--- config.mk ---
export PLATFORM = sky130hd
export DESIGN_NAME = hazard_unit
export DESIGN_NICKNAME = d
export VERILOG_FILES = /design/src/rtl/hazard_pkg.sv /design/src/rtl/cmp.sv /design/src/rtl/hu_stage_match.sv /design/src/rtl/hazard_unit.sv
export SDC_FILE = /design/constraint.sdc
export NUM_CORES = 1
export LEC_CHECK = 0
export ABC_AREA = 1
export CAP_MARGIN = 0
export CELL_PAD_IN_SITES_DETAIL_PLACEMENT = 0
export CELL_PAD_IN_SITES_GLOBAL_PLACEMENT = 2
export CORE_MARGIN = 3
export CORE_UTILIZATION = 28
export DETAILED_ROUTE_END_ITERATION = 8
export GPL_TIMING_DRIVEN = 0
export PLACE_DENSITY = 0.91
export SYNTH_ARGS = -nofsm -noshare
export SYNTH_HDL_FRONTEND = slang
export SYNTH_HIERARCHICAL = 1
export SYNTH_SLANG_ARGS = --single-unit
export TNS_END_PERCENT = 5
--- constraint.sdc ---
create_clock -name clk -period 2 [get_ports clk]
set_clock_uncertainty 0.05 [all_clocks]
set_input_delay 0.4 -clock clk [delete_from_list [all_inputs] [get_ports clk]]
set_output_delay 0.4 -clock clk [all_outputs]
set_load 0.005 [all_outputs]
--- src/rtl/hazard_pkg.sv ---
// Shared types and constants for the load-use / forwarding controller.
package hazard_pkg;

  localparam int unsigned REG_BITS = 5;

  localparam logic [1:0] FWD_REGFILE = 2'd0;
  localparam logic [1:0] FWD_EX      = 2'd1;
  localparam logic [1:0] FWD_MEM     = 2'd2;
  localparam logic [1:0] FWD_WB      = 2'd3;

  localparam logic [REG_BITS-1:0] REG_ZERO = 5'd0;

  // One in-flight destination record per pipeline stage.
  typedef struct packed {
    logic                v;
    logic [REG_BITS-1:0] rd;
    logic                we;
    logic                ld;
  } stage_rec_t;

endpackage

--- src/rtl/cmp.sv ---
// Generic equality comparator.
module cmp #(
  parameter int unsigned W = 5
) (
  input  logic [W-1:0] a,
  input  logic [W-1:0] b,
  output logic         eq
);

  assign eq = (a == b);

endmodule

--- src/rtl/hu_stage_match.sv ---
// Matches one stage's destination record against the ID source registers.
module hu_stage_match
  import hazard_pkg::*;
(
  input  stage_rec_t          rec,
  input  logic                id_valid,
  input  logic [REG_BITS-1:0] id_rs,
  input  logic [REG_BITS-1:0] id_rt,
  input  logic                id_use_rs,
  input  logic                id_use_rt,
  output logic                match_rs,
  output logic                match_rt
);

  logic eq_rs;
  logic eq_rt;
  logic live;

  cmp #(.W(REG_BITS)) u_cmp_rs (
    .a  (rec.rd),
    .b  (id_rs),
    .eq (eq_rs)
  );

  cmp #(.W(REG_BITS)) u_cmp_rt (
    .a  (rec.rd),
    .b  (id_rt),
    .eq (eq_rt)
  );

  // $0 is hardwired, so a write to it never produces a forwardable value.
  assign live     = id_valid && rec.v && rec.we && (rec.rd != REG_ZERO);
  assign match_rs = live && eq_rs && id_use_rs;
  assign match_rt = live && eq_rt && id_use_rt;

endmodule

--- src/rtl/hazard_unit.sv ---
// Load-use stall and EX operand forwarding control for the 5-stage core.
// REG_W must equal hazard_pkg::REG_BITS; the stage records use the package width.
module hazard_unit
  import hazard_pkg::*;
#(
  parameter int unsigned REG_W = 5,
  parameter int unsigned CNT_W = 16
) (
  input  logic             clk,
  input  logic             rst_n,
  input  logic             hold,
  input  logic             flush,
  input  logic             id_valid,
  input  logic [REG_W-1:0] id_rs,
  input  logic [REG_W-1:0] id_rt,
  input  logic             id_use_rs,
  input  logic             id_use_rt,
  input  logic [REG_W-1:0] id_rd,
  input  logic             id_we,
  input  logic             id_load,
  output logic             stall,
  output logic [1:0]       fwd_rs_sel,
  output logic [1:0]       fwd_rt_sel,
  output logic [CNT_W-1:0] stall_count
);

  stage_rec_t       ex_q, mem_q, wb_q;
  stage_rec_t       ex_d;
  logic [2:0]       m_rs, m_rt;
  logic [CNT_W-1:0] cnt_q;

  hu_stage_match u_match_ex (
    .rec       (ex_q),
    .id_valid  (id_valid),
    .id_rs     (id_rs),
    .id_rt     (id_rt),
    .id_use_rs (id_use_rs),
    .id_use_rt (id_use_rt),
    .match_rs  (m_rs[0]),
    .match_rt  (m_rt[0])
  );

  hu_stage_match u_match_mem (
    .rec       (mem_q),
    .id_valid  (id_valid),
    .id_rs     (id_rs),
    .id_rt     (id_rt),
    .id_use_rs (id_use_rs),
    .id_use_rt (id_use_rt),
    .match_rs  (m_rs[1]),
    .match_rt  (m_rt[1])
  );

  hu_stage_match u_match_wb (
    .rec       (wb_q),
    .id_valid  (id_valid),
    .id_rs     (id_rs),
    .id_rt     (id_rt),
    .id_use_rs (id_use_rs),
    .id_use_rt (id_use_rt),
    .match_rs  (m_rs[2]),
    .match_rt  (m_rt[2])
  );

  // Only a load still in EX is too late to forward; MEM/WB loads forward normally.
  assign stall = id_valid && !flush && ex_q.ld && (m_rs[0] || m_rt[0]);

  always_comb begin
    fwd_rs_sel = FWD_REGFILE;
    if (m_rs[0])      fwd_rs_sel = FWD_EX;
    else if (m_rs[1]) fwd_rs_sel = FWD_MEM;
    else if (m_rs[2]) fwd_rs_sel = FWD_WB;
  end

  always_comb begin
    fwd_rt_sel = FWD_REGFILE;
    if (m_rt[0])      fwd_rt_sel = FWD_EX;
    else if (m_rt[1]) fwd_rt_sel = FWD_MEM;
    else if (m_rt[2]) fwd_rt_sel = FWD_WB;
  end

  always_comb begin
    ex_d = '0;
    if (id_valid && !stall && !flush) begin
      ex_d.v  = 1'b1;
      ex_d.rd = id_rd;
      ex_d.we = id_we;
      ex_d.ld = id_load;
    end
  end

  always_ff @(posedge clk) begin
    if (!rst_n) begin
      ex_q  <= '0;
      mem_q <= '0;
      wb_q  <= '0;
      cnt_q <= '0;
    end else if (!hold) begin
      wb_q  <= mem_q;
      mem_q <= ex_q;
      ex_q  <= ex_d;
      if (stall && (cnt_q != {CNT_W{1'b1}})) cnt_q <= cnt_q + 1'b1;
    end
  end

  assign stall_count = cnt_q;

endmodule

Word-level counts from Yosys, hierarchy flattened:

Index checks and enable logic that the tools add are counted.

* bitwise operators: 1
* reductions and logical operators: 34
* multiplexer cells: 7
* $add $sub $neg: 1
* equal/unequal tests: 7

Operator list (number)
* $eq 5x5->1: 6
* $logic_and 1x1->1: 27
* $add 16x1->16 const B: 1
* $ne 16x16->1 const B: 1
* $reduce_bool 5->1: 3
* $mux 2: 6
* $mux 8: 1
* $logic_not 1->1: 2
* $reduce_and 2->1: 1
* $logic_or 1x1->1: 1
* $not 1->1: 1

* word-level logic and storage cells: 61
* output and inout port bits: 21
* input bits: 24
* flip-flop bits (word level): 38

Longest topological paths before layout:

Gate-level depths: netlist of the first run.

* depth after elaboration: 11
* gate-level depth with buffers: 15
* mapped depth without buffers: 15

By module:

The synthesis of the first run kept the hierarchy.

Modules (own cells, without submodules)
* hazard_unit: area each 1946.9 µm², instances 1, seq. area each 800.8 µm², cells each 285
* cmp: area each 76.3 µm², instances 6, seq. area each 0.0 µm², cells each 16
* hu_stage_match: area each 48.8 µm², instances 3, seq. area each 0.0 µm², cells each 12

Least setup slack after synthesis of the first run:

OpenSTA, ideal clock, no wires.

* kind: input port to flip-flop
* from: input id_rs[2]
* to: register cnt_q[7] (netlist: stall_count[7])
* buffers on the path: 1
* setup time: 126 ps
* setup slack: 124 ps
* data required time: 1824 ps
* cell stages on the path: 13
* data arrival time: 1700 ps
* cell sequence: xnor2_1 > nand3_1 > nor2_1 > nand2_1 > nor2_1 > inv_1 > nand2_1 > nand4_4 > nor2_4 > buf_12 > nand3_1 > nand2_1 > nor2_2

* longest elaborated chain between the ends: 7

RTL lines
* start, declared: line hazard_unit.sv:14 `input logic [REG_W-1:0] id_rs,`
* $eq 5x5->1: line cmp.sv:10 `assign eq = (a == b);`
* via u_match_ex.eq_rs: line hu_stage_match.sv:15 `logic eq_rs;`
* $logic_and 1x1->1 (2 in a row): line hu_stage_match.sv:33 `assign match_rs = live && eq_rs && id_use_rs;`
* via m_rs[0]: line hazard_unit.sv:29 `logic [2:0] m_rs, m_rt;`
* $logic_or 1x1->1: line hazard_unit.sv:66 `assign stall = id_valid && !flush && ex_q.ld && (m_rs[0] || m_rt[0]);`
* $logic_and 1x1->1: line hazard_unit.sv:66
* $logic_and 1x1->1: line hazard_unit.sv:102 `if (stall && (cnt_q != {CNT_W{1'b1}})) cnt_q <= cnt_q + 1'b1;`
* $reduce_and 2->1 (no source line)
* end signal, assigned: line hazard_unit.sv:102
* end, declared: line hazard_unit.sv:30 `logic [CNT_W-1:0] cnt_q;`

The timed path passes the listed nets, and every way through them passes these cells.
A chain may end at the register's enable or synchronous reset.

Worst setup path after layout of the first run:

* from: input id_rs[2]
* to: register cnt_q[5] (netlist: stall_count[5])

The elaborated chain is that of the path after synthesis.

==> impl_metrics.csv, run 1 <==
group,metric,value,unit
clock_network,clock_latency,290,ps
critical_path,arrival,2210,ps
critical_path,crit_fanout,5,
detailed_routing,dr.pass1.iters,4,
clock_network,root_buffer,"clkbuf_8",
timing,fmax,476.5,MHz
die,placeableCoreArea,8423,um^2
power_and_ir_drop,powerDensity,449.9,nW/um^2
yosys,yosysWarnings,6,
placed_design,gp_congestion,0.8160,
timing,setup_viol,20,
critical_path,worstPathRequired,2110,ps
die,rows,33,
clock_network,clkTransAtPathRegs,70,ps
detailed_routing,vias_per_cell,4.302,
final_layout,diodes,0,
job,maxCapViolations,0,
critical_path,cp-start-kind,"input port",
detailed_routing,ant_nets,0,
die,die_y,100.2,um
yosys,syn_nets,434,
detailed_routing,avgRoutedWirePerCell,11.62,um
yosys,netlist_area,2486,um^2
die,die_w,100.2,um
critical_path,path_class,"in2reg",
worst_hold_path,worstHoldPathType,"reg2reg",
final_layout,syn_to_final_growth,35.93,%
timing,layout_setup_ws,-98.85,ps
die,start_util,29.52,%
timing,period_minus_slack,2099,ps
detailed_routing,drcViolationCount,0,
global_routing,grt_pass1_vias,2361,
clock_network,cts_htree_levels,2,
final_layout,drive_above_1_share,21.31,%
global_routing,grt_pass1_wl,11270,um
timing,slew_headroom,61.37,%
clock_network,cts_sinks,38,
clock_network,cts_tree,"done",
critical_path,critPathMaxStageDelay,260,ps
timing,rsz0062_at_grt,"true",
timing,finalHoldViolCount,0,
global_routing,grt_max_degree,11,
detailed_routing,vias,2491,
global_routing,grt_antenna_before_repair,0,
timing,tns,-1054,ps
final_layout,fin_cells,579,
status,status,"complete, but fails checks",
status,violations,"setup timing",
critical_path,critPathCaptureType,"flop",
final_layout,nets,499,
timing,worst_pin_slew,579.5,ps
placed_design,place_ws,-1019,ps
critical_path,path_cells,"clkdlybuf4s15_2, xnor2_2, nand3_2, nor2_2, nand2_1, nor2_2, inv_2, nand2_4, nand4_4, buf_6, nor2_4, clkbuf_16, nand3_2, nand2_1, nor2_1",
placed_design,placed_cells,558,
yosys,netlist_instances,409,
timing,drv_slew,0,
die,ios,45,
detailed_routing,drt_wl_total,6727,um
yosys,syn_avg_cell_area,6.079,um^2
clock_network,numCtsBuffers,5,
timing,timing.final.crit_share,104.9,%
power_and_ir_drop,ir_drop,0.2153,mV
placed_design,hpwlAfterDp,5092,um
clock_network,clock_path_buffers,2,
global_routing,grtUsageTotal,13.99,%
placed_design,portBuffers,44,
global_routing,grt-ovfl-total,0,
die,die-area,10050,um^2
power_and_ir_drop,cellLeakagePower,1.363,nW
critical_path,crit_slowest_cell,"nor2_4",
detailed_routing,drtIter0Drc,130,
[layout make-up]
cell class | count | area, um^2
Inverter | 59 | 221.5
Sequential cell | 38 | 799.5
Tap cell | 105 | 131.4
Timing Repair Buffer | 58 | 559.3
Clock buffer | 7 | 76.32
Fill cell | 948 | 5044
Buffer | 8 | 48.80
Multi-Input combinational cell | 304 | 1543
[final timing paths]
path                                from        endpoint  slack [ps]  cells after the start
worst max-delay path            id_rs[2]  stall_count[5]        -100                     15
worst min-delay path             ex_q[7]         ex_q[7]         430                      2
worst max register to register   ex_q[4]  stall_count[5]        -100                     14
worst min register to register   ex_q[7]         ex_q[7]         430                      2
[what timing repair did]
| action | in CTS | in global routing |
|---|---|---|
| pin swaps | 18 | 19 |
| cloned | 0 | 1 |
| buffers inserted | 8 | 5 |
| setup endpoints to repair | 29 | 28 |
| resized for setup | 78 | 27 |
| hold buffers | 0 | 0 |
[worst max-delay path, delay by kind of cell]
| family | cells | cell delay, ps |
|---|---|---|
| buf+inv | 4 | 650 |
| simple gates | 10 | 990 |
| xor+xnor | 1 | 170 |
[report_power, final]
| part | internal (mW) | switching [mW] | total [mW] |
|---|---|---|---|
| Combinational | 0.105 | 0.113 | 0.218 |
| Clock | 0.240 | 0.263 | 0.503 |
| Sequential | 0.772 | 0.0277 | 0.799 |
[per-layer routing]
metal / global-route usage (%) / vias up / share of wire, %
met5: 0 / - / 0
li1: - / 1366 / -
met3: 2.780 / 6 / 3.5
met1: 20.28 / 1080 / 53
met4: 3.731 / 0 / 1.1
met2: 21.10 / 39 / 43
[state kept, by name, indices dropped and copies added (netlist names)]
name,count
wb_q,7
stall_count,16
ex_q,8
mem_q,7
[cells in the final DEF (no fill, tap or decap), types with 2 or more instances in the layout]
master and instances:
o21ai_0 14, xor2_1 3, nand2_1 114, nand3_1 13, nand2_2 8, nor2_1 78
dfxtp_4 8, buf_4 10, nor2_4 2, dfxtp_2 7, nand2_4 2, buf_2 4
nor3_1 3, inv_2 7, clkdlybuf4s50_1 28, clkbuf_2 3, clkbuf_1 7, clkdlybuf4s15_2 8
xnor2_1 14, xnor2_2 4, nand3_2 10, nand2b_1 7, nor2_2 13, o21ai_2 2
nand4_1 4, inv_1 51, dfxtp_1 23, clkbuf_8 5, a21oi_1 9, buf_6 4
[metrics by stage]
step | area, um^2 | utilization [%] | power [mW] | hold WS [ps]
5_1_grt | 3379 | 40.12 | 1.603 | 464.4
4_1_cts | 3262 | 38.73 | 1.540 | 433.7
3_3_place_gp | 3058 | 36.30 | 1.031 | 416.8
2_1_floorplan | 2486 | - | 0.9341 | 403.6
3_5_place_dp | 3058 | 36.30 | 1.032 | 422.8
6_report | 3379 | 40.12 | 1.521 | 430.7
No activity file was read; power rests on OpenSTA's default activity.
==> run 2: changes to the inputs <==
CTS_BUF_LIST = sky130_fd_sc_hd__clkbuf_16   (was default)
HOLD_SLACK_MARGIN = 0.08   (was default)
==> run 2 against run 1 <==
- the flow still finishes with violations (setup timing)
- clock power grew 45%
- sequential cell count is the same
- final area grew 1.0%
- critical path depth shrank 5
- core utilization grew 0.40 points
- count of clock-buffer cells in the layout shrank 2
- register-to-register slack is essentially flat
- sequential power is essentially flat
==> impl_metrics.csv, run 2 (synthesis gave the netlist of run 1 again) <==
group,metric,value,unit
placed_design,portBuffers,44,
detailed_routing,wl_met1,3513,um
detailed_routing,vias,2491,
die,ios,45,
critical_path,startpoint,"ex_q[6]",
global_routing,grtUsageTotal,14.01,%
status,violations,"setup timing",
clock_network,clock_path_buffers,2,
critical_path,arrival,1660,ps
status,status,"complete, but fails checks",
global_routing,grt_pass1_vias,2362,
clock_network,numCtsBuffers,5,
critical_path,cpMostUsedCell,"buf_4",
critical_path,crit_path_end,"fwd_rs_sel[1]",
final_layout,fin_cells,578,
clock_network,root_buffer,"clkbuf_16",
die,start_util,29.52,%
final_layout,nets,498,
clock_network,clock_latency,280,ps
final_layout,fillerInstances,948,
global_routing,grt_pass1_wl,11290,um
detailed_routing,drt_wl_total,6706,um
timing,drv_slew,0,
final_layout,finalInstanceArea,3413,um^2
critical_path,critPathCaptureType,"output pin",
critical_path,cp-start-kind,"flop",
clock_network,clkTransAtPathRegs,50,ps
die,placeableCoreArea,8423,um^2
die,rows,33,
power_and_ir_drop,power.total,1.745,mW
clock_network,cts_tree,"done",
timing,slew_headroom,62.20,%
power_and_ir_drop,ir_drop,0.2959,mV
detailed_routing,wl_met2,2903,um
placed_design,place_area,3058,um^2
clock_network,cts_htree_levels,2,
global_routing,grt_antenna_before_repair,0,
final_layout,layout_commonest_cell,"nand2_1",
critical_path,worstPathRequired,1550,ps
critical_path,reg2reg_depth,14,
critical_path,crit_fanout,6,
critical_path,crit_family,"buffers and inverters",
detailed_routing,vias_per_cell,4.310,
die,die_w,100.2,um
placed_design,placed_cells,558,
global_routing,grt_max_degree,11,
critical_path,reg2reg_slack,-90,ps
critical_path,path_buf_inv,6,
final_layout,syn_to_final_growth,37.29,%
job,maxCapViolations,0,
timing,fmax,475.0,MHz
critical_path,reg2reg_to,"stall_count[5]",
detailed_routing,avgRoutedWirePerCell,11.60,um
detailed_routing,ant_nets,0,
timing,tns,-1050,ps
die,die-area,10050,um^2
timing,worst_pin_slew,567.0,ps
critical_path,path_class,"reg2out",
timing,finalHoldViolCount,0,
detailed_routing,drcViolationCount,0,
timing,layout_setup_ws,-105.2,ps
critical_path,critPathMaxStageDelay,370,ps
final_layout,largest_reg_flops,16,
power_and_ir_drop,cellLeakagePower,1.395,nW
timing,rsz0062_at_grt,"true",
placed_design,gp_congestion,0.8160,
detailed_routing,dr.pass1.iters,4,
die,die_y,100.2,um
placed_design,hpwlAfterDp,5092,um
critical_path,crit_slowest_cell,"dfxtp_4",
critical_path,timing.rr.start,"ex_q[4]",
timing,setup_viol,20,
power_and_ir_drop,powerDensity,511.3,nW/um^2
detailed_routing,top_layer,"met4",
placed_design,place_ws,-1019,ps
critical_path,path_cells,"buf_4, inv_1, nand3_1, nand2_2, nor2_2, buf_4, buf_4, buf_4, nor2_1, buf_2",
final_layout,drive_above_1_share,20.93,%
worst_hold_path,worstHoldPathType,"reg2reg",
final_layout,final_cell_mix,"nand2_1 (114), nor2_1 (79), inv_1 (52)",
clock_network,cts_sinks,38,
timing,timing.final.crit_share,105.3,%
detailed_routing,met3WireLength,258,um
final_layout,post-route-util,40.52,%
timing,period_minus_slack,2105,ps
critical_path,worstSetupPathDepth,10,
final_layout,diodes,0,
detailed_routing,drtIter0Drc,106,
global_routing,grt-ovfl-total,0,
timing,hold_ws,428.4,ps
[run 2: cell types whose count changed in the layout (fill, tap and decap cells not counted), sizes merged]
cell	previous run	this run
buf	19	21
inv	58	60
clkdlybuf4s15	9	8
clkbuf	16	12
[run 2: area by class of cell]
cell class | instances | area, um^2 | area share [%]
sequential | 38 | 797.0 | 23.35
tap | 105 | 131.4 | 3.849
inverter | 59 | 221.5 | 6.488
multi-input combinational | 304 | 1536 | 45.01
clock buffer | 5 | 125.1 | 3.666
clock inverter | 2 | 7.507 | 0.2199
timing repair buffer | 57 | 545.5 | 15.98
buffer | 8 | 48.80 | 1.430
[run 2: power by group]
part           internal (mW)  switching [mW]
clock network          0.445           0.283
logic                  0.102           0.112
registers              0.774          0.0279
total                   1.32           0.424
[run 2: worst min path at each step]
stage	endpoint	slack, ps	from	cells after the start
6_report	ex_q[7]	430	ex_q[7]	2
4_1_cts	ex_q[7]	430	ex_q[7]	2
2_1_floorplan	ex_q[1]	400	ex_q[1]	2
3_3_place_gp	wb_q[7]	420	wb_q[7]	2
3_5_place_dp	ex_q[7]	420	ex_q[7]	2
5_1_grt	ex_q[7]	460	ex_q[7]	2
[run 2: worst reg2reg max path, delay by kind of cell (launching register included)]
family / cells / cell delay, ps
AND/OR/NAND/NOR: 10 / 960
XOR/XNOR: 1 / 130
flip-flops: 1 / 400
buffers and inverters: 3 / 420
[run 2: repair_timing]
action                                  in CTS  in global routing
gates resized for setup                     82                 24
gates cloned                                 0                  1
setup buffers                                7                  5
hold buffers                                 0                  0
endpoints found under the setup margin      29                 28
pin swaps                                   20                 18
[run 2: routing by layer]
layer | up-vias | GRT usage (%)
met5 | - | 0
met4 | 0 | 3.731
met3 | 2 | 2.780
met2 | 44 | 21.25
met1 | 1079 | 20.20
li1 | 1366 | -
==> run 3: changes to the inputs <==
CORE_MARGIN = 5   (was 3)
==> run 3 against run 2 <==
- the flow still finishes with violations (setup timing)
- non-clock buffer count is 7 lower
- critical path depth is 4 higher
- global-route usage is 1.5 points lower
- sequential cell count stayed put
- count of clock-buffer cells in the layout stayed put
- critical path type is now reg2reg
- largest cell class unchanged
==> impl_metrics.csv, run 3 (synthesis gave the netlist of run 1 again) <==
group,metric,value,unit
clock_network,clock_path_buffers,2,
final_layout,nets,491,
die,die_y,104.2,um
timing,slew_headroom,64.36,%
detailed_routing,ant_nets,0,
timing,timing.final.crit_share,104.4,%
die,ios,45,
die,start_util,28.65,%
critical_path,crit_path_end,"stall_count[2]",
die,die_w,104.2,um
detailed_routing,drt_wl_total,6917,um
critical_path,path_class,"reg2reg",
power_and_ir_drop,ir_drop,0.3142,mV
critical_path,worstPathRequired,2100,ps
timing,layout_setup_ws,-88.10,ps
detailed_routing,dr.pass1.iters,4,
clock_network,ctsHoldBuffers,0,
placed_design,hpwlAfterDp,5199,um
final_layout,fillerInstances,963,
critical_path,timing.rr.start,"ex_q[5]",
critical_path,crit_family,"simple AND/OR/NAND/NOR gates",
worst_hold_path,hold-path-cell-count,2,
final_layout,finalInstanceArea,3417,um^2
global_routing,grt_pass1_wl,11400,um
clock_network,cts_sinks,38,
global_routing,grt_antenna_before_repair,0,
clock_network,clkTransAtPathRegs,60,ps
critical_path,critPathMaxStageDelay,400,ps
placed_design,place_ws,-974.4,ps
timing,rsz0062_at_grt,"true",
clock_network,cts_tree,"done",
critical_path,reg2reg_depth,14,
critical_path,worstSetupPathDepth,14,
critical_path,crit_slowest_cell,"dfxtp_2",
timing,drv_slew,0,
detailed_routing,drcViolationCount,0,
power_and_ir_drop,cellLeakagePower,1.363,nW
final_layout,final_cell_mix,"nand2_1 (115), nor2_1 (77), inv_1 (53)",
placed_design,gp_congestion,0.7566,
critical_path,reg2reg_slack,-90,ps
timing,finalHoldViolCount,0,
critical_path,startpoint,"ex_q[5]",
clock_network,clock_latency,280,ps
status,violations,"setup timing",
critical_path,reg2reg_to,"stall_count[2]",
die,placeableCoreArea,8678,um^2
timing,worst_pin_slew,534.5,ps
placed_design,portBuffers,44,
status,status,"complete, but fails checks",
critical_path,path_buf_inv,3,
detailed_routing,vias_per_cell,4.470,
global_routing,grt_pass1_vias,2341,
timing,fmax,478.9,MHz
critical_path,cpMostUsedCell,"nand2_1",
critical_path,critPathCaptureType,"flop",
final_layout,drive_above_1_share,19.27,%
final_layout,register_area,792.0,um^2
global_routing,grt-ovfl-total,0,
job,maxCapViolations,0,
clock_network,cts_htree_levels,2,
global_routing,grt_max_degree,13,
die,rows,34,
detailed_routing,drtIter0Drc,92,
detailed_routing,vias,2570,
power_and_ir_drop,powerDensity,596.8,nW/um^2
timing,setup_viol,16,
placed_design,place_area,3062,um^2
power_and_ir_drop,power.total,2.039,mW
final_layout,multi_input_area,1540,um^2
critical_path,arrival,2190,ps
final_layout,diodes,0,
timing,period_minus_slack,2088,ps
critical_path,cp-start-kind,"flop",
final_layout,syn_to_final_growth,37.44,%
final_layout,largest_reg_flops,16,
critical_path,crit_fanout,5,
clock_network,root_buffer,"clkbuf_16",
worst_hold_path,worstHoldPathType,"reg2reg",
global_routing,grtUsageTotal,12.51,%
clock_network,numCtsBuffers,5,
timing,tns,-746.2,ps
final_layout,layout_commonest_cell,"nand2_1",
die,die-area,10860,um^2
critical_path,path_cells,"xnor2_1, nand2_1, nor2_2, nand2_1, nor2_2, inv_2, nand2_4, nand4_4, buf_6, nor2_4, clkbuf_16, nand3_2, nand2_1, nor2_1",
timing,hold_ws,432.3,ps
detailed_routing,avgRoutedWirePerCell,12.03,um
[run 3: worst min-delay path by stage]
stage | to | slack, ps | start
3_3_place_gp | wb_q[7] | 420 | wb_q[7]
2_1_floorplan | ex_q[1] | 400 | ex_q[1]
5_1_grt | wb_q[7] | 470 | wb_q[7]
3_5_place_dp | wb_q[7] | 420 | wb_q[7]
4_1_cts | ex_q[7] | 440 | ex_q[7]
6_report | wb_q[1] | 430 | wb_q[1]
[run 3: metal layers]
metal | share of wire (%) | track usage [%] | vias up
li1 | - | - | 1363
met1 | 49 | 17.08 | 1132
met2 | 46 | 20.54 | 65
met3 | 3.7 | 2.048 | 10
met4 | 0.64 | 3.053 | 0
met5 | 0 | 0 | -
[run 3: worst register-to-register path: stages (launching register included)]
cell and delay, ps:
dfxtp_2 400, xnor2_1 140, nand2_1 80, nor2_2 100, nand2_1 60, nor2_2 140, inv_2 60, nand2_4 90
nand4_4 90, buf_6 140, nor2_4 240, clkbuf_16 210, nand3_2 50, nand2_1 70, nor2_1 30
[run 3: repair_timing]
item / 4_1_cts / 5_1_grt
setup endpoints to repair: 29 / 29
buffers inserted: 5 / 0
cloned: 0 / 1
gates resized for setup: 75 / 22
pin swaps: 23 / 15
[run 3: through the flow]
stage,instances,utilization [%]
floorplan,409,-
global placement,561,35.28
detailed placement,561,35.28
CTS,574,38.65
global route,575,39.37
finish,575,39.37
[run 3: report_power, final]
group          internal, mW  total, mW  switching [mW]
Combinational         0.102      0.217           0.114
Sequential            0.774      0.803          0.0289
Clock                 0.710       1.02           0.309
[run 3: area by class of cell]
| class | instances | share of cell area [%] |
|---|---|---|
| timing repair buffer | 50 | 14.35 |
| buffer | 8 | 1.428 |
| multi-input combinational | 304 | 45.08 |
| tap | 108 | 3.955 |
| clock buffer | 5 | 3.662 |
| sequential | 38 | 23.18 |
| inverter | 59 | 6.481 |
| clock inverter | 3 | 1.867 |
